[config.mk]
export PLATFORM = sky130hd
export DESIGN_NAME = rr_arbiter_wrr_scheduler
export DESIGN_NICKNAME = d
export VERILOG_FILES = /design/src/rtl/rr_arbiter_wrr_scheduler.sv
export SDC_FILE = /design/constraint.sdc
export NUM_CORES = 1
export LEC_CHECK = 0
export BUFFER_PORTS_ARGS = -buffer_cell sky130_fd_sc_hd__clkbuf_2
export CAP_MARGIN = 20
export CORE_MARGIN = 2
export CORE_UTILIZATION = 55
export DETAILED_ROUTE_END_ITERATION = 8
export GPL_TIMING_DRIVEN = 0
export PLACE_DENSITY = 0.75
export SYNTH_ARGS = -nofsm -noshare
export SYNTH_HDL_FRONTEND = slang
export SYNTH_SLANG_ARGS = --single-unit
[constraint.sdc]
create_clock -name clk -period 4.4 [get_ports clk]
set_input_delay 0.88 -clock clk [delete_from_list [all_inputs] [get_ports clk]]
set_output_delay 0.88 -clock clk [all_outputs]
set_load 0.02 [all_outputs]
[src/rtl/rr_arbiter_wrr_scheduler.sv]
// Weighted round-robin scheduler: registered one-hot grant, per-requester runtime quanta.
// Optional per-requester starvation monitor enabled by defining RR_ARB_STARVE_MON_EN.
module rr_arbiter_wrr_scheduler #(
  parameter int unsigned N           = 4,
  parameter int unsigned QW          = 4,
  parameter int unsigned DEF_QUANTUM = 3
`ifdef RR_ARB_STARVE_MON_EN
  ,parameter int unsigned STARVE_LIM = 12
`endif
) (
  input  logic                  clk,
  input  logic                  rst_n,
  input  logic [N-1:0]          req,
  input  logic                  cfg_we,
  input  logic [$clog2(N)-1:0]  cfg_idx,
  input  logic [QW-1:0]         cfg_quantum,
  output logic [N-1:0]          gnt,
  output logic                  gnt_valid,
  output logic [$clog2(N)-1:0]  gnt_id,
  output logic                  slice_last
`ifdef RR_ARB_STARVE_MON_EN
  ,output logic [N-1:0]         starve
`endif
);

  localparam int unsigned IW = $clog2(N);

  typedef enum logic {IDLE, GRANT} state_t;

  state_t          state, state_nxt;
  logic [IW-1:0]   ptr, ptr_nxt;
  logic [QW-1:0]   cnt, cnt_nxt;
  logic [QW-1:0]   qcur, qcur_nxt;
  logic [QW-1:0]   q     [N];
  logic [QW-1:0]   q_nxt [N];
  logic [N-1:0]    gnt_nxt;
  logic [IW-1:0]   gnt_id_nxt;
  logic            gnt_valid_nxt;
  logic            issue;
  logic [IW-1:0]   sel;
  logic            last;

  // First requester at or after start, wrapping modulo N.
  function automatic logic [IW-1:0] pick(input logic [N-1:0] r, input logic [IW-1:0] start);
    logic [IW-1:0] found;
    logic          hit;
    int unsigned   idx;
    found = start;
    hit   = 1'b0;
    for (int unsigned k = 0; k < N; k++) begin
      idx = (32'(start) + k) % N;
      if (!hit && r[IW'(idx)]) begin
        hit   = 1'b1;
        found = IW'(idx);
      end
    end
    return found;
  endfunction

  function automatic logic [IW-1:0] inc_idx(input logic [IW-1:0] i);
    return (32'(i) == N - 1) ? '0 : IW'(i + 1'b1);
  endfunction

  // A programmed quantum of zero still yields a one-cycle slice.
  function automatic logic [QW-1:0] q_eff(input logic [QW-1:0] v);
    return (v == '0) ? QW'(1) : v;
  endfunction

  assign last       = (cnt == qcur - 1'b1);
  assign slice_last = gnt_valid && last;

  always_comb begin
    state_nxt  = state;
    ptr_nxt    = ptr;
    cnt_nxt    = cnt;
    qcur_nxt   = qcur;
    gnt_nxt    = gnt;
    gnt_id_nxt = gnt_id;
    q_nxt      = q;
    issue      = 1'b0;
    sel        = '0;

    for (int unsigned i = 0; i < N; i++) begin
      if (cfg_we && cfg_idx == IW'(i)) q_nxt[i] = cfg_quantum;
    end

    case (state)
      IDLE: begin
        if (|req) begin
          issue = 1'b1;
          sel   = pick(req, ptr);
        end
      end
      GRANT: begin
        // Searching from g+1 lands back on g only when nobody else is waiting.
        if (!req[gnt_id] || last) begin
          if (|req) begin
            issue = 1'b1;
            sel   = pick(req, inc_idx(gnt_id));
          end else begin
            state_nxt  = IDLE;
            gnt_nxt    = '0;
            gnt_id_nxt = '0;
            cnt_nxt    = '0;
          end
        end else begin
          cnt_nxt = cnt + 1'b1;
        end
      end
      default: state_nxt = IDLE;
    endcase

    // Old q value is latched here; a same-cycle write lands only in q_nxt.
    if (issue) begin
      state_nxt    = GRANT;
      gnt_nxt      = '0;
      gnt_nxt[sel] = 1'b1;
      gnt_id_nxt   = sel;
      cnt_nxt      = '0;
      qcur_nxt     = q_eff(q[sel]);
      ptr_nxt      = inc_idx(sel);
    end

    gnt_valid_nxt = |gnt_nxt;
  end

  always_ff @(posedge clk) begin
    if (!rst_n) begin
      state     <= IDLE;
      ptr       <= '0;
      cnt       <= '0;
      qcur      <= QW'(DEF_QUANTUM);
      gnt       <= '0;
      gnt_id    <= '0;
      gnt_valid <= 1'b0;
      for (int unsigned i = 0; i < N; i++) q[i] <= QW'(DEF_QUANTUM);
    end else begin
      state     <= state_nxt;
      ptr       <= ptr_nxt;
      cnt       <= cnt_nxt;
      qcur      <= qcur_nxt;
      gnt       <= gnt_nxt;
      gnt_id    <= gnt_id_nxt;
      gnt_valid <= gnt_valid_nxt;
      q         <= q_nxt;
    end
  end

`ifdef RR_ARB_STARVE_MON_EN
  localparam int unsigned SW = $clog2(STARVE_LIM + 1);

  logic [SW-1:0] wait_cnt [N];
  logic [SW-1:0] wait_nxt [N];
  logic [N-1:0]  starve_nxt;

  // Saturating per-requester wait counters; observation only.
  always_comb begin
    for (int unsigned i = 0; i < N; i++) begin
      wait_nxt[i] = '0;
      if (req[i] && !gnt[i]) begin
        wait_nxt[i] = (wait_cnt[i] == SW'(STARVE_LIM)) ? wait_cnt[i] : wait_cnt[i] + 1'b1;
      end
      starve_nxt[i] = (wait_nxt[i] == SW'(STARVE_LIM));
    end
  end

  always_ff @(posedge clk) begin
    if (!rst_n) begin
      starve <= '0;
      for (int unsigned i = 0; i < N; i++) wait_cnt[i] <= '0;
    end else begin
      starve   <= starve_nxt;
      wait_cnt <= wait_nxt;
    end
  end
`endif

endmodule

==> reports/qor.csv, run 1 <==
stage,metric,value,unit
outcome,status,"complete, no violations",
detailed_routing,viasPerCell,5.77,
floorplanning,core_area,3720,µm²
synth,synth_area_leader_cell,dfxtp_1,
run,drv_cap,0,
worst_setup_path,r2r_slack,1.17,ns
synth,synth_fa_ha_area_share,5.21,%
worst_setup_path,r2r-start,gnt_id[0],
synth,ys.flop_type,dfxtp_1,
timing,fin_setup_tns,0,ns
floorplanning,io_pins,21,
synth,synthDistinctLibCells,55,
clock_network,path_clk_slew,0.07,ns
worst_setup_path,ff2ff_path_depth,13,
worst_setup_path,crit_buf_inv,4,
timing,period_share,73.5,%
synth,synth_top_family_by_area,compound AO/OA/AOI/OAI gates,
worst_setup_path,cp-startpoint,gnt_id[0],
layout,n_antenna_cell,0,
worst_setup_path,crit_chain,"buf_6, buf_8, inv_1, ha_1, nor3_1, or3_1, nor2_1, or4_1, a31o_1, buf_6, ha_1, o41ai_1, a21boi_0",
floorplanning,die_area,4450,µm²
worst_setup_path,worstReg2RegEnd,gnt_valid,
min_path,hold_end,q[4],
synth,netlist_instances,240,
worst_setup_path,cp.depth,13,
clock_network,tritoncts,done,
pwr,p_leak,0.00100,µW
detailed_routing,firstDrtPassIters,4,
floorplanning,start_util,58.2,%
place,port_buffers,19,
pwr,irDropWorstVdd,355,µV
timing,fin_worst_skew,0.00425,ns
clock_network,clock_latency,0.29,ns
timing,slew_violations,0,
synth,syn_area,2160,µm²
timing,max_freq,0.309,GHz
synth,synthTopCellsByCount,"dfxtp_1, mux2i_1, nor2b_1",
synth,synth.most_common_cell,dfxtp_1,
global_routing,grt_pass1_wl,7580,µm
global_routing,grt_max_degree,12,
detailed_routing,vias,1819,
clock_network,post-cts-setup-buffers,0,
place,dp_hpwl,3340,µm
timing,finalHoldViolations,0,
pwr,powerDensity,528,nW/µm²
place,routabilityCongestion,0.842,
worst_setup_path,path_max_fanout,11,
synth,yosysTopAreaCellShare,31.5,%
detailed_routing,post-route-drc-count,0,
timing,tightest_slew,0.835,ns
synth,synth.net_count,262,
synth,ys_seq_area_share,31.5,%
global_routing,gr-total-overflow,0,
synth,synth_compound_area_share,21.3,%
min_path,hold_path_class,register to register,
layout,area_growth,11.4,%
layout,finalNetCount,288,
worst_setup_path,slowest_stage,or4_1,
detailed_routing,drt-total-wl,4500,µm
floorplanning,num_rows,22,
synth,yosys-top-cells-area,"dfxtp_1, mux2i_1, nor2b_1",
floorplanning,die_y,66.7,µm
global_routing,grt_antenna_before_repair,0,
clock_network,ctsHoldBuffers,0,
worst_setup_path,arrival,3.39,ns
detailed_routing,wl_per_cell,14.3,µm
clock_network,cts-resized-gates,0,
timing,setup_viol,0,
synth,synth_edf_count,0,
synth,ys_async_sr_fraction,0,%
timing,grt_setup_unrepaired,false,
worst_setup_path,worstPathRequired,4.56,ns
worst_setup_path,cp-start-kind,register,
min_path,hold_start,q[4],
layout,drive_gt1_share,18.7,%
worst_setup_path,criticalPathCategory,register to register,
detailed_routing,drtIter0Drc,135,
timing,max-slew-margin-rel,44.2,%
synth,synth_xor_area_share,2.43,%
clock_network,clockBufferDepth,2,
global_routing,grt_pass1_vias,1660,
min_path,min_path_cells,2,
timing,min_period,3.23,ns
synth,avgSynthCellArea,9.01,µm²
worst_setup_path,critPathMaxStageDelay,0.49,ns
worst_setup_path,cp_top_family,simple AND/OR/NAND/NOR gates,
clock_network,htreeDepth,2,
synth,synth_seq_cells,34,
synth,ys_warn_count,0,
detailed_routing,ant_nets,0,
synth,synth-simple-area-share,20.3,%
global_routing,grt_util_all_layers,22.4,%
clock_network,cts_buffers,5,
clock_network,root_buffer,clkbuf_8,
clock_network,clock-sinks,34,
synth,synthMuxAreaShare,13.2,%
worst_setup_path,worstSetupEndpointType,register,
layout,post-route-util,64.8,%
floorplanning,die_w,66.7,µm
-- cells by family (layout without fill, tap and decap cells) --
logic type,after synthesis,in the layout
AOI/OAI and AO/OA,61,61
buffers and inverters,25,52
muxes,25,25
xor gates and xnor gates,6,6
and+or+nand+nor,80,80
adders and majority gates,9,9
DFF,34,34
-- worst reg2reg max path: stages, from the launching register on --
cell      delay, ns
dfxtp_1        0.39
buf_6          0.15
buf_8          0.14
inv_1          0.05
ha_1           0.38
nor3_1         0.19
or3_1          0.15
nor2_1         0.06
or4_1          0.49
a31o_1         0.27
buf_6          0.16
ha_1           0.21
o41ai_1        0.34
a21boi_0       0.13
-- layer usage --
| metal | GRT usage [%] | vias up | part of all wire, % |
|---|---|---|---|
| met5 | 0 | - | 0 |
| met4 | 5.87 | 0 | 1.1 |
| met3 | 5.41 | 4 | 4.8 |
| met2 | 36.3 | 54 | 47 |
| met1 | 29.8 | 849 | 48 |
| li1 | - | 912 | - |
-- layout make-up --
| cell class | instances | area [µm²] |
|---|---|---|
| Clock inverter | 1 | 5.00 |
| Timing Repair Buffer | 19 | 95.1 |
| Inverter | 12 | 45.0 |
| Buffer | 13 | 86.3 |
| Multi-Input combinational cell | 181 | 1350 |
| Fill cell | 319 | 1310 |
| Clock buffer | 7 | 86.3 |
| Tap cell | 48 | 60.1 |
| Sequential cell | 34 | 681 |
-- worst max-delay path by stage --
| stage | to | slack (ns) |
|---|---|---|
| floorplan | gnt_valid | 1.30 |
| global placement | gnt_valid | 1.04 |
| detailed placement | gnt_valid | 1.03 |
| CTS | gnt_valid | 1.18 |
| global route | gnt_valid | 0.97 |
| finish | gnt_valid | 1.17 |
-- state kept, by name (all words and copies together) (netlist names) --
name / flops
cnt: 4
gnt_valid: 1
qcur: 4
q: 16
ptr: 2
state: 1
gnt_id: 2
gnt: 4
-- stage by stage --
step | power (µW) | setup WS [ns] | instance area, µm² | instances | hold WS, ns
2_1_floorplan | 899 | 1.30 | 2160 | 240 | 0.433
3_3_place_gp | 1030 | 1.04 | 2320 | 307 | 0.449
3_5_place_dp | 1040 | 1.03 | 2320 | 307 | 0.457
4_1_cts | 1280 | 1.18 | 2410 | 315 | 0.484
5_1_grt | 1360 | 0.966 | 2410 | 315 | 0.505
6_report | 1270 | 1.17 | 2410 | 315 | 0.477
-- power breakdown --
group	total, µW	switching, µW	internal [µW]
clock	237	111	126
sequential	403	44.4	359
combinational	632	356	277
-- cell usage in the layout, fill, tap and decap left out, types with 3 or more instances in the layout --
cell type  synthesis  final
dfxtp_1           34     34
mux2i_1           21     21
nor2b_1           20     20
clkbuf_2           0     19
nor2_1            17     17
nand2_1           16     16
inv_1             12     12
a21oi_1           10     10
o21ai_0            9      9
ha_1               9      9
clkbuf_1           6      7
xnor2_1            6      6
and2_1             6      6
clkbuf_8           0      6
a22oi_1            5      5
buf_2              3      3
buf_6              3      3
or2_2              3      3
o211ai_1           3      3
nand3_1            3      3
a21boi_0           3      3
a221oi_1           3      3
(Power assumes the default switching activity.)
==> run 2: changes to the inputs <==
Clock period 4.4 ns to 3.14 ns, I/O delays scaled along.
==> reports/qor.csv, run 2 (synthesized netlist as in run 1, its figures left out) <==
stage,metric,value,unit
outcome,status,"complete, no violations",
detailed_routing,firstDrtPassIters,4,
place,port_buffers,19,
detailed_routing,dr_wl_met3,213,µm
global_routing,grt_max_degree,12,
detailed_routing,wl_met2,2200,µm
timing,min_period,3.00,ns
detailed_routing,ant_nets,0,
pwr,finalPower,1850,µW
clock_network,tritoncts,done,
clock_network,clock-sinks,34,
layout,top_register,q,
layout,finalNetCount,288,
pwr,irDropWorstVdd,500,µV
layout,multi_input_area,1390,µm²
min_path,hold_path_class,register to register,
timing,fin_worst_skew,0.00791,ns
pwr,powerDensity,753,nW/µm²
global_routing,grt_pass1_wl,7580,µm
worst_setup_path,path_max_fanout,11,
timing,max-slew-margin-rel,43.7,%
global_routing,grt_pass1_vias,1662,
detailed_routing,vias,1840,
floorplanning,die_y,66.7,µm
global_routing,grt_util_all_layers,22.4,%
detailed_routing,drt-total-wl,4680,µm
clock_network,ctsHoldBuffers,0,
detailed_routing,viasPerCell,5.84,
detailed_routing,wl_per_cell,14.9,µm
run,drv_cap,0,
timing,slew_violations,0,
detailed_routing,post-route-drc-count,0,
clock_network,clockBufferDepth,2,
layout,ff_latch_area,682,µm²
pwr,p_leak,0.00101,µW
clock_network,htreeDepth,2,
timing,setup_viol,0,
place,dp_hpwl,3340,µm
clock_network,root_buffer,clkbuf_8,
timing,tightest_slew,0.843,ns
timing,finalHoldViolations,0,
floorplanning,core_area,3720,µm²
worst_setup_path,criticalPathCategory,register to register,
place,routabilityCongestion,0.842,
layout,largest_reg_flops,16,
clock_network,post-cts-setup-buffers,0,
global_routing,grt_antenna_before_repair,0,
layout,area_growth,13.4,%
worst_setup_path,worstPathRequired,3.33,ns
detailed_routing,drtIter0Drc,145,
layout,drive_gt1_share,21.3,%
clock_network,clock_latency,0.29,ns
floorplanning,die_w,66.7,µm
detailed_routing,highest_layer,met4,
worst_setup_path,worstSetupEndpointType,register,
timing,max_freq,0.333,GHz
layout,n_antenna_cell,0,
layout,post-route-util,66.0,%
floorplanning,num_rows,22,
worst_setup_path,cp-start-kind,register,
worst_setup_path,arrival,3.20,ns
layout,nFillCells,319,
clock_network,cts_buffers,5,
layout,layout.cells.most_common,dfxtp_1,
timing,period_share,95.7,%
floorplanning,die_area,4450,µm²
layout,final_cell_mix,"dfxtp_1, mux2i_1, nor2b_1",
floorplanning,io_pins,21,
global_routing,gr-total-overflow,0,
floorplanning,start_util,58.2,%
detailed_routing,met1_length,2210,µm
clock_network,path_clk_slew,0.07,ns
-- run 2: cell counts in the layout (fill, tap and decap cells not counted) --
No cell type changed its count.
-- run 2: worst max-delay path, stage by stage (launching register included) --
cell      delay, ns
dfxtp_2        0.36
buf_6          0.14
buf_8          0.14
inv_1          0.07
ha_4           0.27
or3b_2         0.44
a32oi_1        0.20
o211a_1        0.17
o32a_1         0.18
o21ai_2        0.08
buf_6          0.18
a221oi_2       0.32
o21ai_1        0.13
o311ai_2       0.25
-- run 2: final timing paths --
kind         startpoint      end  slack (ns)  cells past startpoint
max reg2reg   gnt_id[0]  qcur[0]        0.14                     13
max           gnt_id[0]  qcur[0]        0.14                     13
min                q[4]     q[4]        0.48                      2
min reg2reg        q[4]     q[4]        0.48                      2
-- run 2: through the flow --
stage               TNS (ns)  area, µm²  cells  worst slack (ns)  hold slack [ns]
floorplan                  0       2160    240            0.0380            0.433
global placement      -0.101       2320    307            -0.101            0.449
detailed placement    -0.113       2320    307           -0.0806            0.457
CTS                        0       2410    315            0.0351            0.484
global route         -0.0102       2450    315           -0.0102            0.505
finish                     0       2450    315             0.135            0.478
-- run 2: per-layer routing --
| layer | vias to the layer above | track usage (%) |
|---|---|---|
| met5 | - | 0 |
| met4 | 0 | 5.87 |
| met3 | 5 | 5.41 |
| met2 | 47 | 36.4 |
| met1 | 871 | 29.7 |
| li1 | 917 | - |
-- run 2: cell type report --
cell class	instances	area share, %
timing repair buffer	19	3.88
inverter	12	1.84
buffer	13	3.52
clock buffer	7	3.52
sequential	34	27.8
clock inverter	1	0.204
multi-input combinational	181	56.8
tap	48	2.45
-- run 2: where the power goes --
group	leakage, µW	switching, µW	total, µW	internal, µW
clock	0.0000482	155	332	177
sequential	0.000279	61.0	565	504
combinational	0.000687	532	949	417
-- run 2: timing repair --
item,4_1_cts,5_1_grt
endpoints found under the setup margin,2,2
resized for setup,2,8
pin swaps,0,2
==> run 3: changes to the inputs <==
Settings changed: PLACE_DENSITY 0.75 to 0.71.
==> reports/qor.csv, run 3 (synthesized netlist as in run 1, its figures left out) <==
stage,metric,value,unit
outcome,status,"complete, no violations",
run,drv_cap,0,
detailed_routing,viasPerCell,5.65,
detailed_routing,met1_length,2220,µm
floorplanning,die_area,4450,µm²
pwr,p_leak,0.00101,µW
worst_setup_path,worstPathRequired,3.30,ns
layout,layout.cells.most_common,dfxtp_1,
timing,slew_violations,0,
layout,top_register,q,
clock_network,clock-sinks,34,
layout,finalNetCount,288,
clock_network,cts_buffers,5,
floorplanning,io_pins,21,
place,port_buffers,19,
detailed_routing,drtIter0Drc,135,
detailed_routing,ant_nets,0,
layout,post-route-util,66.0,%
clock_network,path_clk_slew,0.07,ns
timing,min_period,3.00,ns
worst_setup_path,path_max_fanout,11,
worst_setup_path,worstSetupEndpointType,register,
worst_setup_path,ff2ff_path_depth,13,
clock_network,htreeDepth,2,
timing,grt_setup_unrepaired,false,
global_routing,grt_pass1_wl,7020,µm
detailed_routing,post-route-drc-count,0,
place,dp_hpwl,3210,µm
pwr,p_int,1100,µW
min_path,hold_path_class,register to register,
worst_setup_path,cp-start-kind,register,
floorplanning,die_w,66.7,µm
floorplanning,core_area,3720,µm²
worst_setup_path,arrival,3.16,ns
detailed_routing,wl_per_cell,14.2,µm
pwr,clkPwrFrac,18.2,%
timing,period_share,95.7,%
detailed_routing,vias,1780,
detailed_routing,dr_wl_met3,167,µm
layout,largest_reg_flops,16,
global_routing,gr-total-overflow,0,
min_path,min_path_cells,2,
layout,stdcell_area,2450,µm²
pwr,p_comb_share,51.0,%
timing,setup_viol,0,
global_routing,grt_util_all_layers,20.9,%
clock_network,tritoncts,done,
layout,n_antenna_cell,0,
timing,finalHoldViolations,0,
detailed_routing,highest_layer,met4,
detailed_routing,firstDrtPassIters,4,
clock_network,root_buffer,clkbuf_8,
global_routing,grt_pass1_vias,1530,
worst_setup_path,criticalPathCategory,register to register,
detailed_routing,wl_met2,2010,µm
layout,drive_gt1_share,21.3,%
pwr,powerDensity,748,nW/µm²
layout,final_cell_mix,"dfxtp_1, mux2i_1, nor2b_1",
place,dpl_cell_area,2320,µm²
timing,fin_worst_skew,0.00579,ns
global_routing,grt_antenna_before_repair,0,
timing,tightest_slew,0.866,ns
clock_network,clock_latency,0.28,ns
pwr,sw_frac_of_total,40.2,%
place,routabilityCongestion,0.783,
pwr,irDropWorstVdd,510,µV
pwr,p_seq_share,30.7,%
global_routing,grt_max_degree,12,
clock_network,clockBufferDepth,2,
timing,max_freq,0.333,GHz
floorplanning,num_rows,22,
floorplanning,die_y,66.7,µm
layout,area_growth,13.4,%
pwr,power_switching,737,µW
floorplanning,start_util,58.2,%
timing,max-slew-margin-rel,42.1,%
detailed_routing,drt-total-wl,4460,µm
layout,nFillCells,344,
run 3: cell types whose count changed in the layout (fill, tap and decap cells not counted):
cell | before | now
clkbuf_1 | 7 | 6
o21ai_0 | 8 | 9
o21ai_1 | 3 | 2
clkinvlp_4 | 0 | 1
a211oi_2 | 1 | 0
a211oi_1 | 1 | 2
run 3: per-layer routing:
metal  vias to the layer above  global-route usage [%]
met5                         -                       0
met1                       828                    28.2
li1                        908                       -
met2                        40                    32.8
met3                         4                    4.56
met4                         0                    7.65
run 3: critical path, stage by stage, from the launching register on:
cell and delay [ns]:
dfxtp_2 0.36, buf_6 0.14, buf_8 0.14, inv_1 0.07, ha_4 0.16, or2_2 0.33
o211ai_1 0.11, nor2_1 0.09, or4_1 0.47, a31o_1 0.23, buf_6 0.16, ha_1 0.22
o41ai_2 0.30, a21boi_1 0.10
run 3: what timing repair did:
action,in CTS,in global routing
gates resized for setup,2,6
buffers inserted,0,0
pin swaps,0,1
hold buffers,0,0
setup endpoints to repair,2,2
run 3: power groups by stage:
stage	Combinational (µW)	Clock, µW	Sequential, µW
final	936	334	564
after global routing	1020	361	573
after CTS	880	344	564
after detailed placement	871	0	573
after global placement	868	0	571
after floorplan	661	0	598
run 3: path summary, 6_finish.rpt:
check                                from        end  slack [ns]
worst max-delay path            gnt_id[0]  gnt_valid        0.14
worst min-delay path              qcur[3]    qcur[3]        0.48
worst min register to register    qcur[3]    qcur[3]        0.48
worst max register to register  gnt_id[0]  gnt_valid        0.14
run 3: per-stage QoR:
stage | TNS (ns) | instances | power [µW] | hold slack (ns) | worst slack (ns)
3_3_place_gp | -0.0758 | 307 | 1440 | 0.455 | -0.0758
4_1_cts | 0 | 315 | 1790 | 0.481 | 0.0341
6_report | 0 | 315 | 1830 | 0.476 | 0.136
3_5_place_dp | -0.0751 | 307 | 1440 | 0.464 | -0.0751
2_1_floorplan | 0 | 240 | 1260 | 0.433 | 0.0380
5_1_grt | 0 | 315 | 1960 | 0.490 | 0.0122
run 3: layout make-up:
class | count | area (µm²) | share of cell area, %
Buffer | 13 | 86.3 | 3.52
Clock buffer | 6 | 82.6 | 3.37
Clock inverter | 2 | 12.5 | 0.510
Inverter | 12 | 45.0 | 1.84
Multi-Input combinational cell | 181 | 1390 | 56.6
Sequential cell | 34 | 682 | 27.8
Tap cell | 48 | 60.1 | 2.45
Timing Repair Buffer | 19 | 95.1 | 3.88
